### config.mk
export PLATFORM = sky130hd
export DESIGN_NAME = table_dump_scan_flat
export DESIGN_NICKNAME = d
export VERILOG_FILES = /design/src/rtl/table_dump_scan_if.sv /design/src/rtl/table_dump_scan.sv /design/src/flat_wrapper.sv
export SDC_FILE = /design/constraint.sdc
export NUM_CORES = 1
export LEC_CHECK = 0
export CAP_MARGIN = 30
export CELL_PAD_IN_SITES_DETAIL_PLACEMENT = 1
export CELL_PAD_IN_SITES_GLOBAL_PLACEMENT = 2
export CORE_ASPECT_RATIO = 0.7
export CORE_MARGIN = 5
export CORE_UTILIZATION = 26
export CTS_CLUSTER_DIAMETER = 30
export CTS_CLUSTER_SIZE = 12
export DETAILED_ROUTE_END_ITERATION = 12
export PLACE_DENSITY_LB_ADDON = 0.1
export SETUP_SLACK_MARGIN = 0.4
export SYNTH_ARGS = -nofsm -noshare
export SYNTH_HDL_FRONTEND = slang
export SYNTH_SLANG_ARGS = --single-unit
### constraint.sdc
create_clock -name clk -period 2.3 [get_ports clk]
set_input_delay 0.46 -clock clk [delete_from_list [all_inputs] [get_ports clk]]
set_output_delay 0.46 -clock clk [all_outputs]
set_load 0.01 [all_outputs]
### src/rtl/table_dump_scan_if.sv
// rtl/table_dump_scan_if.sv - ASCII byte stream between the dump sequencer and UART TX
interface table_dump_scan_if;
  logic [7:0] out_data;
  logic       out_valid;
  logic       out_ready;

  modport master (output out_data, output out_valid, input out_ready);
  modport slave  (input out_data, input out_valid, output out_ready);
endinterface

### src/rtl/table_dump_scan.sv
// rtl/table_dump_scan.sv - walks the table selector row-major and streams each word as ASCII hex
module table_dump_scan #(
  parameter int         NUM_ROWS = 5,
  parameter int         NUM_COLS = 4,
  parameter logic [7:0] SEP_CHAR = 8'h20
) (
  input  logic         clk,
  input  logic         rst,
  input  logic         start,
  output logic         busy,
  output logic         done,
  output logic [1:0]   col_sel,
  output logic [4:0]   row_sel,
  input  logic [31:0]  selected,
  table_dump_scan_if.master tx
);

  localparam logic [2:0] IDLE = 3'd0;
  localparam logic [2:0] LOAD = 3'd1;
  localparam logic [2:0] HEX  = 3'd2;
  localparam logic [2:0] SEP  = 3'd3;
  localparam logic [2:0] CR   = 3'd4;
  localparam logic [2:0] LF   = 3'd5;
  localparam logic [2:0] DONE = 3'd6;

  localparam logic [2:0] LAST_ROW = 3'(NUM_ROWS - 1);
  localparam logic [1:0] LAST_COL = 2'(NUM_COLS - 1);

  logic [2:0]  state;
  logic [2:0]  row_idx;
  logic [1:0]  col_idx;
  logic [2:0]  nib_idx;
  logic [31:0] word_q;
  logic [3:0]  nibble;
  logic        accept;

  function automatic logic [7:0] hex_char(input logic [3:0] n);
    return (n < 4'd10) ? {4'h3, n} : 8'h37 + {4'h0, n};
  endfunction

  assign nibble = word_q[{nib_idx, 2'b00} +: 4];
  assign accept = tx.out_valid && tx.out_ready;

  always_ff @(posedge clk) begin
    if (rst) begin
      state   <= IDLE;
      row_idx <= '0;
      col_idx <= '0;
      nib_idx <= '0;
      word_q  <= '0;
    end else begin
      case (state)
        IDLE: if (start) begin
          row_idx <= '0;
          col_idx <= '0;
          state   <= LOAD;
        end
        // The word is frozen here; later selector changes never reach the output.
        LOAD: begin
          word_q  <= selected;
          nib_idx <= 3'd7;
          state   <= HEX;
        end
        HEX: if (accept) begin
          if (nib_idx != 3'd0) nib_idx <= nib_idx - 3'd1;
          else state <= (col_idx < LAST_COL) ? SEP : CR;
        end
        SEP: if (accept) begin
          col_idx <= col_idx + 2'd1;
          state   <= LOAD;
        end
        CR: if (accept) state <= LF;
        LF: if (accept) begin
          col_idx <= '0;
          if (row_idx < LAST_ROW) begin
            row_idx <= row_idx + 3'd1;
            state   <= LOAD;
          end else begin
            state <= DONE;
          end
        end
        DONE:    state <= IDLE;
        default: state <= IDLE;
      endcase
    end
  end

  always_comb begin
    busy         = (state != IDLE);
    done         = (state == DONE);
    col_sel      = col_idx;
    row_sel      = (state == LOAD) ? (5'(1) << row_idx) : 5'd0;
    tx.out_valid = 1'b0;
    tx.out_data  = 8'h00;
    case (state)
      HEX: begin tx.out_valid = 1'b1; tx.out_data = hex_char(nibble); end
      SEP: begin tx.out_valid = 1'b1; tx.out_data = SEP_CHAR;         end
      CR:  begin tx.out_valid = 1'b1; tx.out_data = 8'h0D;            end
      LF:  begin tx.out_valid = 1'b1; tx.out_data = 8'h0A;            end
      default: ;
    endcase
  end

endmodule

### src/flat_wrapper.sv
// flat-port wrapper written by rule: the top's interface ports become plain ports
module table_dump_scan_flat 
#(
  parameter int         NUM_ROWS = 5,
  parameter int         NUM_COLS = 4,
  parameter logic [7:0] SEP_CHAR = 8'h20
)
  (clk, rst, start, busy, done, col_sel, row_sel, selected, tx_out_data, tx_out_valid, tx_out_ready);
  table_dump_scan_if tx_i ();
  input  logic clk;
  input  logic rst;
  input  logic start;
  output logic busy;
  output logic done;
  output logic [1:0] col_sel;
  output logic [4:0] row_sel;
  input  logic [31:0] selected;
  output wire logic [$bits(tx_i.out_data)-1:0] tx_out_data;
  output wire logic [$bits(tx_i.out_valid)-1:0] tx_out_valid;
  input wire logic [$bits(tx_i.out_ready)-1:0] tx_out_ready;
  assign tx_out_data = tx_i.out_data;
  assign tx_out_valid = tx_i.out_valid;
  assign tx_i.out_ready = tx_out_ready;
  table_dump_scan #(.NUM_ROWS(NUM_ROWS), .NUM_COLS(NUM_COLS), .SEP_CHAR(SEP_CHAR)) u_core (.clk(clk), .rst(rst), .start(start), .busy(busy), .done(done), .col_sel(col_sel), .row_sel(row_sel), .selected(selected), .tx(tx_i));
endmodule
# --- After elaboration in Yosys (flattened, before gate mapping) ---
# Cells that the tools add are included.
word_totals:
  register_bits: 43
  latchBits: 0
  mem_bits_rw: 0
  rom_bits: 0
  output_inout_bits: 18
  word_cells: 64
  n_memories: 0
classes:
  addsub: 4
  multipliers: 0
  n_div: 0
  magnitude_cmp: 3
  n_eq_ne: 14
  shift: 2
  mux: 24
  n_bitwise: 0
  reduce_logical: 12
op_table:
  columns: ["cell", "n"]
  rows:
  - ["3-bit 2-to-1 mux", 13]
  - ["8-bit case mux with 4 select lines", 1]
  - ["32-bit by 6-bit variable part select with 4-bit output", 1]
  - ["3-bit case mux with 6 select lines", 1]
  - ["2-bit by 1-bit != test with 1-bit output (second input constant)", 6]
  - ["3-bit case mux with 2 select lines", 2]
  - ["3-bit == test (second input constant)", 3]
  - ["3-bit nonzero test", 3]
  - ["8-bit 2-to-1 mux", 1]
  - ["4-bit AND reduction", 2]
  - ["6-bit by 4-bit adder with 7-bit output (first input constant)", 1]
  - ["3-bit by 2-bit == test with 1-bit output (second input constant)", 2]
  - ["2-bit 2-to-1 mux", 3]
  - ["2-bit case mux with 3 select lines", 1]
  - ["6-bit AND reduction", 1]
  - ["5-bit 2-to-1 mux", 1]
  - ["1-bit by 3-bit left shift with 5-bit output (first input constant)", 1]
  - ["4-bit less-than comparator (second input constant)", 1]
  - ["2-bit != test (second input constant)", 2]
  - ["2-bit nonzero test", 2]
  - ["4-bit OR reduction", 1]
  - ["3-bit by 1-bit adder with 3-bit output (second input constant)", 1]
  - ["3-bit by 1-bit == test with 1-bit output (second input constant)", 1]
  - ["3-bit zero test", 1]
  - ["7 further kinds", 7]

# --- Longest topological paths before layout ---
# Gate-level depths: netlist of run 1.
logic_depth:
  word_depth: 6
  depth_mapped: 8

# --- Worst setup path before layout of run 1 ---
# Ideal clock, no wire load.
synth_path:
  kind: "reg-to-output"
  from: "register u_core.nib_idx[0]"
  to: "output tx_out_data[4]"
  t_arrival_ns: 1.842
  required_time_ns: 1.840
  path_slack_ns: -0.002
  stages_incl_launch_ff: 7
  n_path_buf: 1
  path_cell_list: "dfxtp_1 buf_6 mux4_1 mux2i_4 ha_1 o21ai_0 a21oi_1"
synth_between:
  elab_chain_cells: 4
synth_lines:
  columns: ["element", "line", "text"]
  rows:
  - ["from (decl)", "table_dump_scan.sv:32", "logic [2:0] nib_idx;"]
  - ["from (signal assigned)", "table_dump_scan.sv:65", "if (nib_idx != 3'd0) nib_idx <= nib_idx - 3'd1;"]
  - ["32-bit by 6-bit variable part select with 4-bit output *", "table_dump_scan.sv:41", "assign nibble = word_q[{nib_idx, 2'b00} +: 4];"]
  - ["6-bit by 4-bit adder with 7-bit output or 4-bit less-than comparator (tied branches)", "table_dump_scan.sv:38", "return (n < 4'd10) ? {4'h3, n} : 8'h37 + {4'h0, n};"]
  - ["8-bit 2-to-1 mux *", "table_dump_scan.sv:38", null]
  - ["8-bit case mux with 4 select lines *", "table_dump_scan.sv:95", "case (state)"]
  - ["to (decl)", "flat_wrapper.sv:18", "output wire logic [$bits(tx_i.out_data)-1:0] tx_out_data;"]
# Every way passes the cells marked *; elsewhere a longest branch is shown, timed or not.

# --- Final worst setup path of run 1 ---
layout_path:
  from: "register u_core.nib_idx[0]"
  to: "output tx_out_data[2]"
# Same word-level chain as after synthesis.

==> results of run 1 <==
[path summary, 6_finish.rpt]
kind	from	end	slack [ns]	depth (start not counted)
worst min-delay path	u_core.word_q[28]	u_core.word_q[28]	0.46	2
worst max-delay path	u_core.nib_idx[0]	tx_out_data[2]	-0.42	9
worst max register to register	u_core.state[2]	u_core.col_sel[1]	0.51	8
worst min register to register	u_core.word_q[28]	u_core.word_q[28]	0.46	2
[per-layer routing]
metal	track usage, %	up-vias	wire length (um)
met2	19.9	35	3320
met1	21.3	1096	4170
met5	0	-	0
met3	3.19	2	226
met4	2.17	0	25
li1	-	1160	-
[tightest hold or removal path: cells and delay by family, from the launching register on]
kind	cells	cell delay, ns
flip-flops	1	0.31
AND/OR/NAND/NOR	1	0.05
AO/OA/AOI/OAI	1	0.05
[state kept, by name, summed over array words and instances (netlist names)]
name            cells
u_core.word_q      32
u_core.row_idx      3
u_core.nib_idx      3
u_core.state        3
u_core.col_sel      2
[final cells by class]
cell class | instances | area (um^2)
fillers | 1098 | 5430
multi-input cells | 219 | 1570
flip-flops and latches | 43 | 873
repair buffers | 89 | 855
well taps | 124 | 155
clock buffers | 5 | 125
inverters | 9 | 33.8
clock inverters | 3 | 23.8
[power by group]
part | internal (mW) | switching (mW)
clock | 0.406 | 0.313
combinational | 0.989 | 0.975
sequential | 0.935 | 0.159
total | 2.33 | 1.45
[logic make-up (layout without fill, tap and decap cells)]
kind of cell / after synthesis / in the layout / share of synthesized area [%]
simple gates: 116 / 116 / 21.4
compound gates: 76 / 76 / 18.9
flops: 43 / 43 / 35.6
buf+inv: 29 / 106 / 5.90
mux: 12 / 12 / 11.3
fa+ha+maj: 11 / 11 / 5.69
xor+xnor: 3 / 3 / 1.09
other cells: 1 / 1 / 0.155
[cells in the final DEF (no fill, tap or decap), types with 6 or more instances in the layout]
cell type and instances:
sky130_fd_sc_hd__nand2_1 72, sky130_fd_sc_hd__a21oi_1 43, sky130_fd_sc_hd__dfxtp_1 39, sky130_fd_sc_hd__clkdlybuf4s50_1 37, sky130_fd_sc_hd__buf_4 23, sky130_fd_sc_hd__buf_6 14, sky130_fd_sc_hd__nor2_1 11, sky130_fd_sc_hd__ha_1 9
sky130_fd_sc_hd__o21ai_0 8, sky130_fd_sc_hd__inv_1 7, sky130_fd_sc_hd__buf_2 7, sky130_fd_sc_hd__mux4_2 6
[per-stage QoR]
stage	total power [mW]	instances	TNS, ns
after floorplan	2.11	291	0
after global placement	2.69	470	-3.14
after detailed placement	2.70	470	-3.52
after CTS	3.59	487	-2.40
after global routing	4.06	492	-3.18
final	3.78	492	-2.50
[what timing repair did]
action                     4_1_cts  5_1_grt
pin swaps                        7        8
hold endpoints to repair         0        0
setup buffers                    9        5
gates resized for setup         59       56
cloned                           0        0
setup endpoints to repair       16       22
==> impl_summary.log, run 1 <==
INFO  metric status = finished, violations left
INFO  metric violations = setup timing
INFO  metric finalHoldViolCount = 0
INFO  metric timing.critical_path.arrival = 2.26 ns
INFO  metric slowest_stage_cell_cp = sky130_fd_sc_hd__mux4_2
INFO  metric stdcell_area = 3640 um^2
INFO  metric worstPathBufferInverterCount = 4
INFO  metric cts-htree-levels = 2
INFO  metric hold_slack = 0.457 ns
INFO  metric cts-root-to-sink-buffers = 2
INFO  metric grt_pass1_wl = 12800 um
INFO  metric synthToLayoutAreaGrowth = 50.4%
INFO  metric final_weighted_congestion_in_routability_driven_placement = 0.741
INFO  metric critical_path.max_stage_delay = 0.52 ns
INFO  metric floorplan.core_area = 9070 um^2
INFO  metric postSynthAreaPerCell = 8.31 um^2
INFO  metric drt-wirelength-per-cell = 15.7 um
INFO  metric finalCritPeriodShare = 118%
INFO  metric clk_root_buffer_cell = sky130_fd_sc_hd__clkbuf_16
INFO  metric postCtsHoldBufs = 0
INFO  metric critical_setup_path_kind = reg2out
INFO  metric max_freq = 368 MHz
INFO  metric clock_insertion_delay_worst_skew = 0.29 ns
INFO  metric num_antenna_cells = 0
INFO  metric final_layout_size_suffix_gt1_share = 28.3%
INFO  metric critical_path.cell_chain = buf_12 -> buf_12 -> mux4_2 -> mux2i_4 -> buf_4 -> nor2b_4 -> a31oi_1 -> o21ai_1 -> buf_2
INFO  metric synth_seq_area_share = 35.6%
INFO  metric std_cell_rows = 29
INFO  metric io-pin-count = 54
INFO  metric synth_largest_type_area_fraction = 35.6%
INFO  metric synth_enable_flop_cells = 0
INFO  metric antenna_found_initial = 0
INFO  metric clock_sinks = 43
INFO  metric mappedNetlistArea = 2420 um^2
INFO  metric timing.critical_path.from_type = flop
INFO  metric period_needed = 2.72 ns
INFO  metric setup_repair_after_global_routing_missed_its_margin = yes
INFO  metric timing.final.setup_violations = 7
INFO  metric critPathCaptureType = output pin
INFO  metric yosys.cell_count.top_type = sky130_fd_sc_hd__nand2_1
INFO  metric static-leakage-power = 1.35 nW
INFO  metric dpl.hpwl = 5620 um
INFO  metric clk_pin_slew = 0.07 ns
INFO  metric post-route-worst-setup-slack = -0.420 ns
INFO  metric postPlaceCellArea = 3220 um^2
INFO  metric port_buffers = 52
INFO  metric synthesis.instances = 291
INFO  metric hp-class = reg2reg
INFO  metric yosys_warnings = 0
INFO  metric pin_count_of_the_biggest_net_entering_global_routing = 34
INFO  metric post-route-drc-count = 0
INFO  metric synth_nets = 338
INFO  metric cts_inserted_buffers = 5
INFO  metric synth_async_sr_flop_share = 0%
INFO  metric crit_top_cell = sky130_fd_sc_hd__buf_12
INFO  metric timing.clock.skew = 0.00867 ns
INFO  metric wirelength = 7740 um
INFO  metric grt_overflow_total = 0
INFO  metric synth.lib_cells_used.distinct = 47
INFO  metric critical_path_required = 1.84 ns
INFO  metric first_global_vias = 2388
INFO  metric chipHeight = 90.7 um
INFO  metric pre_cts_slack = -0.568 ns
INFO  metric synth.ff_latch_count = 43
INFO  metric tritoncts_clock_tree = done
INFO  metric power_per_cell_area = 1040 nW/um^2
INFO  metric first_iter_violations = 57
INFO  metric num-nets-final = 414
INFO  metric die_area = 11400 um^2
INFO  metric via_per_inst = 4.66
INFO  metric dr.pass1.iters = 4
INFO  metric vdd_ir_drop_max = 0.390 mV
INFO  metric start_util = 26.7%
INFO  metric synth_commonest_cells = sky130_fd_sc_hd__nand2_1, sky130_fd_sc_hd__a21oi_1, sky130_fd_sc_hd__dfxtp_1
INFO  metric slew_viol_final = 0
INFO  metric critical_path_peak_fanout = 4
INFO  metric synth-main-ff-cell = sky130_fd_sc_hd__dfxtp_1
INFO  metric gr-usage-all-layers = 13.9%
INFO  metric drv.max_cap_violation_count = 0
INFO  metric final_util = 40.1%
INFO  metric floorplan.die.width = 125 um
INFO  metric vias = 2293
INFO  metric final_antenna_net_count = 0
INFO  metric synth_top_cell_by_area = sky130_fd_sc_hd__dfxtp_1
INFO  metric critical_path.top_delay_family = multiplexers
INFO  metric synth_top_cells_by_area = sky130_fd_sc_hd__dfxtp_1, sky130_fd_sc_hd__nand2_1, sky130_fd_sc_hd__a21oi_1, sky130_fd_sc_hd__mux4_1, sky130_fd_sc_hd__ha_1
Note: power is estimated with default switching activity, not from simulation.
==> run 2: changes to the inputs <==
--- a/config.mk
+++ b/config.mk
@@ -9,7 +9,7 @@
 export CELL_PAD_IN_SITES_DETAIL_PLACEMENT = 1
 export CELL_PAD_IN_SITES_GLOBAL_PLACEMENT = 2
 export CORE_ASPECT_RATIO = 0.7
-export CORE_MARGIN = 5
+export CORE_MARGIN = 4
 export CORE_UTILIZATION = 26
 export CTS_CLUSTER_DIAMETER = 30
 export CTS_CLUSTER_SIZE = 12
==> run 2 against run 1 <==
The run still ends with setup timing left. Register-to-register slack worse by 0.04 ns. First-iteration DRC count up 88%. Clock-buffer cell count unchanged. Critical path depth down 3. Setup slack better by 0.0072 ns. Core utilization down 0.94 points.
==> impl_summary.log, run 2 (same netlist as run 1, synthesis figures left out) <==
INFO  metric num_antenna_cells = 0
INFO  metric storage_cell_area = 875 um^2
INFO  metric fin_total_pwr = 3.57 mW
INFO  metric dpl.hpwl = 5530 um
INFO  metric slew_viol_final = 0
INFO  metric number_of_flip_flops_under_the_largest_register_name = 32
INFO  metric critical_path.top_delay_family = multiplexers
INFO  metric slowest_stage_cell_cp = sky130_fd_sc_hd__mux4_2
INFO  metric top_usage_layer = met1
INFO  metric final_weighted_congestion_in_routability_driven_placement = 0.769
INFO  metric power_per_cell_area = 1000 nW/um^2
INFO  metric antenna_found_initial = 0
INFO  metric pin_count_of_the_biggest_net_entering_global_routing = 34
INFO  metric die_area = 10900 um^2
INFO  metric cts-htree-levels = 2
INFO  metric grt_overflow_total = 0
INFO  metric switching_share = 39.0%
INFO  metric wirelength = 7610 um
INFO  metric timing.clock.skew = 0.00539 ns
INFO  metric cts-root-to-sink-buffers = 2
INFO  metric mostFrequentLayoutCell = sky130_fd_sc_hd__nand2_1
INFO  metric first_iter_violations = 107
INFO  metric hold_slack = 0.460 ns
INFO  metric timing.critical_path.arrival = 2.25 ns
INFO  metric sequential_share_of_power = 31.3%
INFO  metric post-route-drc-count = 0
INFO  metric postCtsHoldBufs = 0
INFO  metric start_util = 26.7%
INFO  metric period_needed = 2.71 ns
INFO  metric max_flop_register = u_core.word_q
INFO  metric first_global_vias = 2244
INFO  metric timing.final.setup_violations = 7
INFO  metric clk_root_buffer_cell = sky130_fd_sc_hd__clkbuf_16
INFO  metric critical_path_peak_fanout = 6
INFO  metric drv.max_cap_violation_count = 0
INFO  metric critical_path.max_stage_delay = 0.50 ns
INFO  metric drt-wirelength-per-cell = 15.6 um
INFO  metric synthToLayoutAreaGrowth = 46.9%
INFO  metric power.share.combinational = 48.6%
INFO  metric tritoncts_clock_tree = done
INFO  metric dr.pass1.iters = 4
INFO  metric critPathCaptureType = output pin
INFO  metric clk_pin_slew = 0.06 ns
INFO  metric chipHeight = 88.7 um
INFO  metric port_buffers = 52
INFO  metric floorplan.die.width = 123 um
INFO  metric critical_path_required = 1.84 ns
INFO  metric post-route-worst-setup-slack = -0.413 ns
INFO  metric num-nets-final = 410
INFO  metric floorplan.core_area = 9070 um^2
INFO  metric via_per_inst = 4.70
INFO  metric setup_repair_after_global_routing_missed_its_margin = yes
INFO  metric mostFrequentLayoutCells = sky130_fd_sc_hd__nand2_1, sky130_fd_sc_hd__a21oi_1, sky130_fd_sc_hd__dfxtp_1
INFO  metric nFillCells = 1092
INFO  metric std_cell_rows = 29
INFO  metric cts_inserted_buffers = 5
INFO  metric critical_path.cell_chain = buf_6 -> mux4_2 -> mux2_4 -> a21boi_4 -> a2111oi_4 -> buf_2
INFO  metric groute.layer.met3.usage = 3.32%
INFO  metric timing.critical_path.from_type = flop
INFO  metric clock_insertion_delay_worst_skew = 0.28 ns
INFO  metric hp-class = reg2reg
INFO  metric grt_use_met1 = 23.2%
INFO  metric violations = setup timing
INFO  metric vias = 2294
INFO  metric critical_setup_path_kind = reg2out
INFO  metric vdd_ir_drop_max = 0.343 mV
INFO  metric multi_input_combinational_cell_area = 1550 um^2
INFO  metric groute.layer.met2.usage = 19.4%
INFO  metric grt_pass1_wl = 12200 um
INFO  metric worstPathBufferInverterCount = 2
INFO  metric status = finished, violations left
INFO  metric final_layout_size_suffix_gt1_share = 25.0%
INFO  metric max_freq = 369 MHz
INFO  metric clock_sinks = 43
INFO  metric final_antenna_net_count = 0
INFO  metric io-pin-count = 54
INFO  metric clockPowerShare = 20.1%
INFO  metric finalCritPeriodShare = 118%
INFO  metric gr-usage-all-layers = 14.3%
INFO  metric power_report.internal_total = 2.18 mW
INFO  metric p_switching = 1.39 mW
INFO  metric finalHoldViolCount = 0
INFO  metric static-leakage-power = 1.33 nW
[run 2: worst paths after layout]
check / start / to / slack [ns] / depth (start not counted)
min: u_core.word_q[7] / u_core.word_q[7] / 0.46 / 2
min reg2reg: u_core.word_q[7] / u_core.word_q[7] / 0.46 / 2
max: u_core.nib_idx[0] / tx_out_data[5] / -0.41 / 6
max reg2reg: u_core.state[2] / u_core.state[0] / 0.47 / 8
[run 2: area by class of cell]
class	instances	area share (%)
clock buffers	5	3.52
clock inverters	3	0.669
inverters	9	0.951
multi-input cells	219	43.6
flip-flops and latches	43	24.6
well taps	124	4.37
repair buffers	85	22.3
[run 2: per-layer routing]
metal	wire [um]	vias to the layer above
met1	4180	1102
met4	18	0
met5	0	-
met2	3090	38
li1	-	1152
met3	324	2
[run 2: what timing repair did]
item,CTS,global route
resized for setup,80,17
gates cloned,1,0
pin swaps,3,3
endpoints found under the setup margin,18,19
buffers inserted,10,0
[run 2: power by group through the flow]
stage | clock [mW] | sequential [mW] | combinational [mW]
2_1_floorplan | 0 | 1.01 | 1.10
3_3_place_gp | 0 | 1.14 | 1.52
3_5_place_dp | 0 | 1.14 | 1.55
4_1_cts | 0.744 | 1.11 | 1.68
5_1_grt | 0.783 | 1.14 | 1.93
6_report | 0.719 | 1.12 | 1.73
[run 2: worst reg2reg max path, stage by stage, from the launching register on]
cell and delay (ns):
sky130_fd_sc_hd__dfxtp_4 0.37, sky130_fd_sc_hd__buf_4 0.14, sky130_fd_sc_hd__ha_4 0.23, sky130_fd_sc_hd__buf_4 0.16, sky130_fd_sc_hd__nand2b_4 0.20, sky130_fd_sc_hd__a21oi_2 0.15
sky130_fd_sc_hd__o21ai_0 0.09, sky130_fd_sc_hd__a211o_1 0.29, sky130_fd_sc_hd__a21oi_1 0.12
[run 2: through the flow]
stage          setup WS (ns)  setup TNS [ns]  instance area, um^2  util, %  instances
2_1_floorplan         0.0967               0                 2460        -        291
3_3_place_gp          -0.518           -3.16                 3210     35.4        469
3_5_place_dp          -0.546           -3.37                 3210     35.4        469
4_1_cts               -0.404           -2.41                 3510     38.7        488
5_1_grt               -0.517           -3.07                 3550     39.2        488
6_report              -0.413           -2.32                 3550     39.2        488
